### config.mk
export PLATFORM = sky130hd
export DESIGN_NAME = router_port_rx
export DESIGN_NICKNAME = d
export VERILOG_FILES = /design/src/rtl/router_pkg.sv /design/src/rtl/rx_fifo.sv /design/src/rtl/router_port_rx.sv
export SDC_FILE = /design/constraint.sdc
export NUM_CORES = 1
export LEC_CHECK = 0
export CORE_MARGIN = 3
export CORE_UTILIZATION = 30
export CTS_CLUSTER_SIZE = 40
export DETAILED_ROUTE_END_ITERATION = 12
export GPL_TIMING_DRIVEN = 0
export PLACE_DENSITY = 0.45
export SETUP_SLACK_MARGIN = 0.1
export SLEW_MARGIN = 30
export SYNTH_ARGS = -nofsm -noshare
export SYNTH_HDL_FRONTEND = slang
export SYNTH_SLANG_ARGS = --single-unit
### constraint.sdc
create_clock -name clock -period 3.2 [get_ports clock]
set_clock_uncertainty 0.05 [all_clocks]
set_input_delay 0.96 -clock clock [delete_from_list [all_inputs] [get_ports clock]]
set_output_delay 0.96 -clock clock [all_outputs]
set_load 0.03 [all_outputs]
### src/rtl/router_pkg.sv
// Shared definitions for the router output-port receive path.
//   BYTE_W     : width of one deserialised byte
//   PKT_CNT_W  : width of the completed-packet counter
//   rx_state_e : receiver framing state (SYNC, IDLE, RECV)
package router_pkg;

  localparam int BYTE_W    = 8;
  localparam int PKT_CNT_W = 16;

  typedef enum logic [1:0] {
    SYNC = 2'd0,
    IDLE = 2'd1,
    RECV = 2'd2
  } rx_state_e;

endpackage

### src/rtl/rx_fifo.sv
// Synchronous first-word-fall-through FIFO of {last, byte} entries.
// Ports:
//   clock, reset_n   : clock, asynchronous active-low reset (clears pointers/count)
//   push, push_data  : write request and {last, byte} entry
//   pop              : read request; ignored when empty
//   rd_data          : head entry, forced to zero while empty
//   full, empty      : occupancy flags derived from the registered count
//   count            : number of occupied entries
// A push while full is only accepted when a pop happens on the same edge.
module rx_fifo
  import router_pkg::*;
#(
  parameter int FIFO_DEPTH = 16
) (
  input  logic                          clock,
  input  logic                          reset_n,
  input  logic                          push,
  input  logic [BYTE_W:0]               push_data,
  input  logic                          pop,
  output logic [BYTE_W:0]               rd_data,
  output logic                          full,
  output logic                          empty,
  output logic [$clog2(FIFO_DEPTH):0]   count
);

  localparam int AW = $clog2(FIFO_DEPTH);
  localparam int CW = AW + 1;

  logic [AW-1:0]   wr_ptr_q, wr_ptr_d;
  logic [AW-1:0]   rd_ptr_q, rd_ptr_d;
  logic [CW-1:0]   count_q, count_d;
  logic [BYTE_W:0] mem_q [FIFO_DEPTH];
  logic            do_push;
  logic            do_pop;

  always_comb begin
    do_pop   = pop && (count_q != '0);
    do_push  = push && ((count_q != CW'(FIFO_DEPTH)) || do_pop);
    wr_ptr_d = wr_ptr_q;
    rd_ptr_d = rd_ptr_q;
    // Power-of-two depth: pointers wrap naturally.
    if (do_push) wr_ptr_d = wr_ptr_q + AW'(1);
    if (do_pop)  rd_ptr_d = rd_ptr_q + AW'(1);
    count_d = count_q + CW'(do_push) - CW'(do_pop);
  end

  always_ff @(posedge clock or negedge reset_n) begin
    if (!reset_n) begin
      wr_ptr_q <= '0;
      rd_ptr_q <= '0;
      count_q  <= '0;
    end else begin
      wr_ptr_q <= wr_ptr_d;
      rd_ptr_q <= rd_ptr_d;
      count_q  <= count_d;
    end
  end

  // Storage is data only; validity is carried by the count.
  always_ff @(posedge clock) begin
    if (do_push) mem_q[wr_ptr_q] <= push_data;
  end

  assign empty   = (count_q == '0);
  assign full    = (count_q == CW'(FIFO_DEPTH));
  assign count   = count_q;
  assign rd_data = empty ? '0 : mem_q[rd_ptr_q];

endmodule

### src/rtl/router_port_rx.sv
// Serial receiver for one router output port. Deserialises the arbitrated
// 1-bit stream LSB-first into bytes and queues them with an end-of-packet flag.
// Optional feature macro: RX_PKT_COUNT_EN (builds the completed-packet counter;
// otherwise pkt_count is tied to zero).
// Ports:
//   clock, reset_n          : clock, asynchronous active-low reset
//   rx_frame_n, rx_valid_n  : active-low frame and bit-valid from the arbiter
//   rx_din                  : serial data bit
//   byte_data, byte_last    : FIFO head byte and its end-of-packet flag
//   byte_valid, byte_ready  : byte-level handshake (pop on valid && ready)
//   fifo_count              : occupied FIFO entries
//   err_partial             : one-cycle pulse, packet ended off a byte boundary
//   ovf                     : one-cycle pulse, completed byte dropped (FIFO full)
//   pkt_count               : completed packets written with their last byte
module router_port_rx
  import router_pkg::*;
#(
  parameter int FIFO_DEPTH = 16
) (
  input  logic                          clock,
  input  logic                          reset_n,
  input  logic                          rx_frame_n,
  input  logic                          rx_valid_n,
  input  logic                          rx_din,
  output logic [BYTE_W-1:0]             byte_data,
  output logic                          byte_last,
  output logic                          byte_valid,
  input  logic                          byte_ready,
  output logic [$clog2(FIFO_DEPTH):0]   fifo_count,
  output logic                          err_partial,
  output logic                          ovf,
  output logic [PKT_CNT_W-1:0]          pkt_count
);

  rx_state_e       state_q, state_d;
  logic [2:0]      cnt_q, cnt_d;
  logic [BYTE_W-2:0] shift_q, shift_d;
  logic            err_q, err_d;
  logic            ovf_q, ovf_d;
  logic            push;
  logic            push_ok;
  logic            pop_ok;
  logic            push_last;
  logic [BYTE_W-1:0] push_byte;
  logic            fifo_full;
  logic            fifo_empty;
  logic [BYTE_W:0] head;

  always_comb begin
    state_d   = state_q;
    cnt_d     = cnt_q;
    shift_d   = shift_q;
    err_d     = 1'b0;
    push      = 1'b0;
    // The 8th bit goes straight into the byte; only bits 0..6 are held.
    push_byte = {rx_din, shift_q};
    push_last = rx_frame_n;
    unique case (state_q)
      SYNC: begin
        // Never join a packet already in flight after reset.
        if (rx_frame_n) state_d = IDLE;
      end
      IDLE: begin
        if (!rx_frame_n) begin
          state_d = RECV;
          if (!rx_valid_n) begin
            shift_d[0] = rx_din;
            cnt_d      = 3'd1;
          end
        end
      end
      RECV: begin
        if (!rx_valid_n) begin
          if (cnt_q == 3'd7) begin
            push  = 1'b1;
            cnt_d = 3'd0;
            if (rx_frame_n) state_d = IDLE;
          end else if (rx_frame_n) begin
            err_d   = 1'b1;
            cnt_d   = 3'd0;
            state_d = IDLE;
          end else begin
            shift_d[cnt_q] = rx_din;
            cnt_d          = cnt_q + 3'd1;
          end
        end else if (rx_frame_n) begin
          // Frame dropped on a non-data cycle: the packet has no last byte.
          err_d   = 1'b1;
          cnt_d   = 3'd0;
          state_d = IDLE;
        end
      end
      default: begin
        state_d = SYNC;
        cnt_d   = 3'd0;
      end
    endcase
    pop_ok  = byte_ready && !fifo_empty;
    // A simultaneous pop frees a slot, so a full FIFO only drops without one.
    ovf_d   = push && fifo_full && !pop_ok;
    push_ok = push && !ovf_d;
  end

  always_ff @(posedge clock or negedge reset_n) begin
    if (!reset_n) begin
      state_q <= SYNC;
      cnt_q   <= 3'd0;
      err_q   <= 1'b0;
      ovf_q   <= 1'b0;
    end else begin
      state_q <= state_d;
      cnt_q   <= cnt_d;
      err_q   <= err_d;
      ovf_q   <= ovf_d;
    end
  end

  always_ff @(posedge clock) begin
    shift_q <= shift_d;
  end

  rx_fifo #(
    .FIFO_DEPTH (FIFO_DEPTH)
  ) u_fifo (
    .clock     (clock),
    .reset_n   (reset_n),
    .push      (push_ok),
    .push_data ({push_last, push_byte}),
    .pop       (pop_ok),
    .rd_data   (head),
    .full      (fifo_full),
    .empty     (fifo_empty),
    .count     (fifo_count)
  );

`ifdef RX_PKT_COUNT_EN
  logic [PKT_CNT_W-1:0] pkt_q, pkt_d;

  always_comb begin
    pkt_d = pkt_q;
    if (push_ok && push_last) pkt_d = pkt_q + PKT_CNT_W'(1);
  end

  always_ff @(posedge clock or negedge reset_n) begin
    if (!reset_n) pkt_q <= '0;
    else          pkt_q <= pkt_d;
  end

  assign pkt_count = pkt_q;
`else
  assign pkt_count = '0;
`endif

  assign byte_data   = head[BYTE_W-1:0];
  assign byte_last   = head[BYTE_W];
  assign byte_valid  = !fifo_empty;
  assign err_partial = err_q;
  assign ovf         = ovf_q;

endmodule

==> results of run 1 <==
-- power by group --
group	switching, mW	internal (mW)	total, mW
logic	1.53	1.37	2.90
registers	0.119	2.50	2.62
clock network	0.883	1.09	1.97
-- sequential cells by signal (all words and copies together), names as in the netlist --
signal,count
u_fifo.count,5
u_fifo.mem_q,144
ovf,1
cnt_q,3
shift_q,7
err_partial,1
u_fifo.wr_ptr_q,4
state_q,2
u_fifo.rd_ptr_q,4
-- per-layer routing --
layer	up-vias	global-route usage [%]
met3	15	2.67
met2	67	19.0
met5	-	0
li1	1680	-
met1	1869	17.3
met4	0	3.92
-- what timing repair did --
item / 4_1_cts / 5_1_grt
buffers inserted: 3 / 2
endpoints found under the hold margin: 0 / 0
setup endpoints to repair: 83 / 95
pin swaps: 6 / 9
resized for setup: 86 / 24
cloned: 0 / 1
-- worst max-delay path, stage by stage (launching register included) --
cell       delay, ps
dfrtp_2          460
clkbuf_16        190
mux4_2           510
nor2b_4          150
a211oi_2         240
a211oi_2          70
buf_4            180
-- stage by stage --
stage	util, %	std cells	area, sq um	hold WS (ps)
final	37.1	805	9070	440
after global routing	37.1	805	9070	473
after CTS	36.6	802	8950	441
after detailed placement	33.8	767	8260	539
after global placement	33.5	763	8200	512
after floorplan	-	417	7570	484
-- final cells by class --
type / count / area, sq um / share of cell area (%)
buffer: 35 / 347 / 3.82
clock buffer: 18 / 429 / 4.73
clock inverter: 14 / 136 / 1.50
inverter: 20 / 75.1 / 0.828
multi-input combinational: 191 / 2350 / 25.9
sequential: 171 / 5040 / 55.5
tap: 324 / 405 / 4.47
timing repair buffer: 32 / 287 / 3.16
-- synthesized netlist by cell type, types with 5 or more instances --
| master | count |
|---|---|
| a211oi_2 | 17 |
| and2_1 | 5 |
| buf_4 | 19 |
| clkbuf_8 | 5 |
| dfrtp_1 | 20 |
| edfxtp_1 | 151 |
| ha_1 | 17 |
| inv_1 | 20 |
| mux2i_1 | 11 |
| mux4_1 | 15 |
| mux4_2 | 21 |
| nand2_1 | 5 |
| nand3_1 | 5 |
| nor2_1 | 16 |
| nor2b_4 | 8 |
| o31ai_1 | 5 |
| xnor2_1 | 7 |
-- how the worst min path moves through the flow --
stage               startpoint  slack (ps)          to
finish                 reset_n         440  state_q[1]
global route           reset_n         470    cnt_q[2]
CTS                    reset_n         440  state_q[1]
detailed placement  state_q[0]         540  state_q[0]
global placement    state_q[1]         510  state_q[1]
floorplan           state_q[1]         480  state_q[1]
-- logic make-up after synthesis --
| logic type | Yosys count | share of synthesized area [%] |
|---|---|---|
| multiplexers | 48 | 13.2 |
| buffers and inverters | 55 | 5.08 |
| XOR/XNOR | 10 | 1.17 |
| AND/OR/NAND/NOR | 62 | 5.95 |
| AO/OA/AOI/OAI | 37 | 4.50 |
| adder cells (fa/ha/maj) | 18 | 3.10 |
| flip-flops | 171 | 67.0 |
| other | 1 | 0.0499 |
==> results.json, run 1 <==
{
  "status": "finished with violations",
  "failed_checks": "negative setup slack",
  "synthCells": 402,
  "final_cell_mix": "edfxtp_1, buf_4, mux4_2",
  "firstDrtPassIters": 4,
  "synthTopCellsByArea": "edfxtp_1, dfrtp_1, mux4_2",
  "clkTransAtPathRegs_ps": 70,
  "numPortBuffers": 22,
  "r2r-start": "u_fifo.count[3]",
  "ys_warn_count": 0,
  "crit_arrival_ps": 2220,
  "finalSetupTns_ps": -59.9,
  "synth_edf_count": 151,
  "startpoint": "u_fifo.rd_ptr_q[1]",
  "drt-wirelength-per-cell_um": 19.6,
  "area_delta_synth_final_pct": 20.7,
  "ir_worst_vdd_uv": 678,
  "r2r_cells": 15,
  "num_vias": 3631,
  "wirelength_met1_um": 7710,
  "post-route-period-util_pct": 101,
  "highest_layer": "met4",
  "core_area_sq_um": 24500,
  "end_kind": "output pin",
  "layout_commonest_cell": "edfxtp_1",
  "grt_pass1_wl_um": 23600,
  "maxSlewHeadroom_pct": 50.9,
  "cts_tree": "yes",
  "cp_max_fo": 5,
  "grt_overflow": 0,
  "num_antenna_cells": 0,
  "yosysTopAreaCell": "edfxtp_1",
  "syn_area_sq_um": 7510,
  "setup_ws_ps": -26.4,
  "fillCellCount": 2275,
  "async_reset_ff_share_pct": 11.7,
  "drive_gt1_share_pct": 33.3,
  "synth_seq_area_share_pct": 67.0,
  "rsz0062_at_grt": "true",
  "maxSlewViolCount": 0,
  "worst_pin_slew_ps": 737,
  "start_kind": "flip-flop",
  "syn_area_per_cell_sq_um": 18.7,
  "die-area_sq_um": 27000,
  "wl_met2_um": 7370,
  "fin_nets": 492,
  "synth-seq-cells": 171,
  "fmax_mhz": 310,
  "cts-root-buf": "clkbuf_16",
  "finalHoldViolCount": 0,
  "grt_pass1_vias": 3775,
  "yosys.area.top_type_share_pct": 60.3,
  "clock-sinks": 171,
  "wl_um": 15800,
  "ys.flop_type": "edfxtp_1",
  "grt_max_degree": 24,
  "worstSetupPathType": "flip-flop to output pin",
  "drv_cap": 0,
  "setup.worst_path.end": "byte_data[2]",
  "start_util_pct": 30.7,
  "vias_per_cell": 4.51,
  "cts_buffers": 17,
  "ant_nets": 0,
  "antenna_found_initial": 0,
  "period_minus_slack_ps": 3230,
  "dpl_worst_slack_ps": -631,
  "wl_met3_um": 522,
  "reg2reg_slack_ps": 400,
  "clkLatencyLatePin_ps": 430,
  "drc_errors": 0,
  "htree_levels": 4,
  "pin_count": 39,
  "leakagePower_nw": 3.13,
  "synth_cell_type_count": 46,
  "rows": 57,
  "dp_hpwl_um": 10200,
  "setup_violations": 5,
  "grtUsageTotal_pct": 12.3,
  "power.total_mw": 7.49,
  "powerDensity_nw_per_um2": 826,
  "cts.path.max_buffers": 2,
  "drt_iter0_drc": 223,
  "hold_buffers": 0,
  "gp_congestion": 0.717,
  "worst_ep_required_time_ps": 2190,
  "hold_class": "input port to async pin",
  "dieHeight_um": 164,
  "timing.rr.end": "u_fifo.count[4]",
  "die_x_um": 164
}
Power figures use the tool's default switching activity.
==> run 2: changes to the inputs <==
--- a/config.mk
+++ b/config.mk
@@ -6,11 +6,11 @@
 export NUM_CORES = 1
 export LEC_CHECK = 0
 export CORE_MARGIN = 3
-export CORE_UTILIZATION = 30
+export CORE_UTILIZATION = 60
 export CTS_CLUSTER_SIZE = 40
 export DETAILED_ROUTE_END_ITERATION = 12
 export GPL_TIMING_DRIVEN = 0
-export PLACE_DENSITY = 0.45
+export PLACE_DENSITY = 0.79
 export SETUP_SLACK_MARGIN = 0.1
 export SLEW_MARGIN = 30
 export SYNTH_ARGS = -nofsm -noshare
==> results.json, run 2 (same netlist as run 1, synthesis figures left out) <==
{
  "status": "finished with violations",
  "failed_checks": "negative setup slack",
  "grt_pass1_vias": 3758,
  "crit_buf_inv": 3,
  "vias_per_cell": 5.79,
  "area_delta_synth_final_pct": 17.7,
  "grtUsageTotal_pct": 21.6,
  "dp_hpwl_um": 8610,
  "cp_max_fo": 5,
  "numPortBuffers": 22,
  "final_cell_mix": "edfxtp_1, buf_4, mux4_2",
  "die_x_um": 118,
  "rows": 40,
  "drt_iter0_drc": 359,
  "die-area_sq_um": 13900,
  "clkTransAtPathRegs_ps": 60,
  "setup_violations": 3,
  "hold_class": "input port to async pin",
  "cts-root-buf": "clkbuf_16",
  "maxSlewHeadroom_pct": 45.4,
  "start_util_pct": 62.0,
  "grt_overflow": 0,
  "ant_nets": 0,
  "firstDrtPassIters": 4,
  "top_register": "u_fifo.mem_q",
  "drt-wirelength-per-cell_um": 22.3,
  "fmax_mhz": 308,
  "num_vias": 3744,
  "cpMostUsedCell": "a211oi_2",
  "period_minus_slack_ps": 3250,
  "fin_nets": 490,
  "worst_pin_slew_ps": 816,
  "cpLargestDelayFamily": "multiplexers",
  "cp_slowest_cell": "mux4_2",
  "powerDensity_nw_per_um2": 862,
  "htree_levels": 4,
  "worstSetupPathType": "flip-flop to output pin",
  "crit_arrival_ps": 2240,
  "drc_errors": 0,
  "layout_commonest_cell": "edfxtp_1",
  "ir_worst_vdd_uv": 601,
  "clkLatencyLatePin_ps": 410,
  "finalSetupTns_ps": -99.1,
  "dpl_worst_slack_ps": -564,
  "grt_max_degree": 24,
  "maxSlewViolCount": 0,
  "worst_ep_required_time_ps": 2190,
  "cts_tree": "yes",
  "cts_buffers": 17,
  "antenna_found_initial": 0,
  "leakagePower_nw": 3.12,
  "largest_reg_flops": 144,
  "cpPeakStageDelay_ps": 530,
  "core_area_sq_um": 12100,
  "num_antenna_cells": 0,
  "finalHoldViolCount": 0,
  "dieHeight_um": 118,
  "setup_ws_ps": -45.4,
  "wl_um": 14400,
  "start_kind": "flip-flop",
  "clock-sinks": 171,
  "gp_congestion": 0.801,
  "drv_cap": 0,
  "path_cells": "buf_6 > buf_16 > mux4_2 > nor2b_4 > a211oi_2 > a211oi_2 > buf_4",
  "grt_pass1_wl_um": 22100,
  "rsz0062_at_grt": "true",
  "post-route-period-util_pct": 101,
  "end_kind": "output pin",
  "pin_count": 39,
  "cts.path.max_buffers": 2,
  "drive_gt1_share_pct": 33.4
}
## run 2: cell count changes in the layout (fill, tap and decap cells not counted), sizes merged, moves of 2 or more
cell	previous run	this run
buf	48	46
bufinv	1	4
clkbuf	26	29
clkdlybuf4s50	9	11
clkinv	3	5
clkinvlp	3	0
inv	27	20
## run 2: metrics by stage
stage               instance area, sq um  cells  utilization (%)  hold slack (ps)  total power, mW
floorplan                           7570    417                -              484             4.54
global placement                    8000    607             66.1              504             5.20
detailed placement                  8040    608             66.4              534             5.25
CTS                                 8780    645             72.5              551             7.60
global route                        8850    647             73.0              471             7.93
finish                              8850    647             73.0              456             7.62
## run 2: power breakdown
group	switching, mW	internal [mW]
Combinational	1.47	1.39
Sequential	0.118	2.50
Clock	0.767	1.38
Total	2.35	5.27
## run 2: final timing paths
| kind | from | endpoint | slack [ps] | depth (start not counted) |
|---|---|---|---|---|
| setup reg to reg | cnt_q[1] | u_fifo.count[4] | 390 | 12 |
| max in group asynchronous | reset_n | u_fifo.rd_ptr_q[0] | 2280 | 1 |
| setup / recovery | u_fifo.rd_ptr_q[1] | byte_data[6] | -50 | 7 |
| min in group clock | state_q[1] | state_q[1] | 550 | 2 |
| hold reg to reg | state_q[1] | state_q[1] | 550 | 2 |
| hold / removal | reset_n | u_fifo.count[4] | 460 | 1 |
## run 2: what timing repair did
| action | 4_1_cts | 5_1_grt |
|---|---|---|
| hold buffers | 0 | 0 |
| setup buffers | 4 | 2 |
| gates resized for setup | 86 | 19 |
| gates cloned | 1 | 0 |
| endpoints found under the setup margin | 83 | 83 |
| hold endpoints to repair | 0 | 0 |
| pin swaps | 10 | 4 |
## run 2: worst register-to-register path, stage by stage, from the launching register on
cell and delay (ps):
dfrtp_1 470, ha_1 200, ha_1 270, nand3b_1 190
a31oi_4 230, buf_4 220, ha_1 190, inv_1 60
fa_1 400, inv_1 70, a21oi_1 70, o21bai_1 170
xnor2_1 140
## run 2: layout make-up
| cell class | count | area (sq um) |
|---|---|---|
| clock buffers | 23 | 488 |
| flip-flops and latches | 171 | 5040 |
| plain buffers | 35 | 343 |
| inverters | 20 | 75.1 |
| clock inverters | 9 | 141 |
| fillers | 724 | 3270 |
| well taps | 168 | 210 |
| multi-input cells | 191 | 2280 |
| repair buffers | 30 | 275 |
## run 2: layer usage
metal / GRT usage (%) / share of wire, % / up-vias
met3: 5.67 / 7.4 / 12
met2: 34.5 / 51 / 157
met1: 29.1 / 40 / 1910
met4: 7.69 / 1.3 / 0
li1: - / - / 1665
met5: 0 / 0 / -
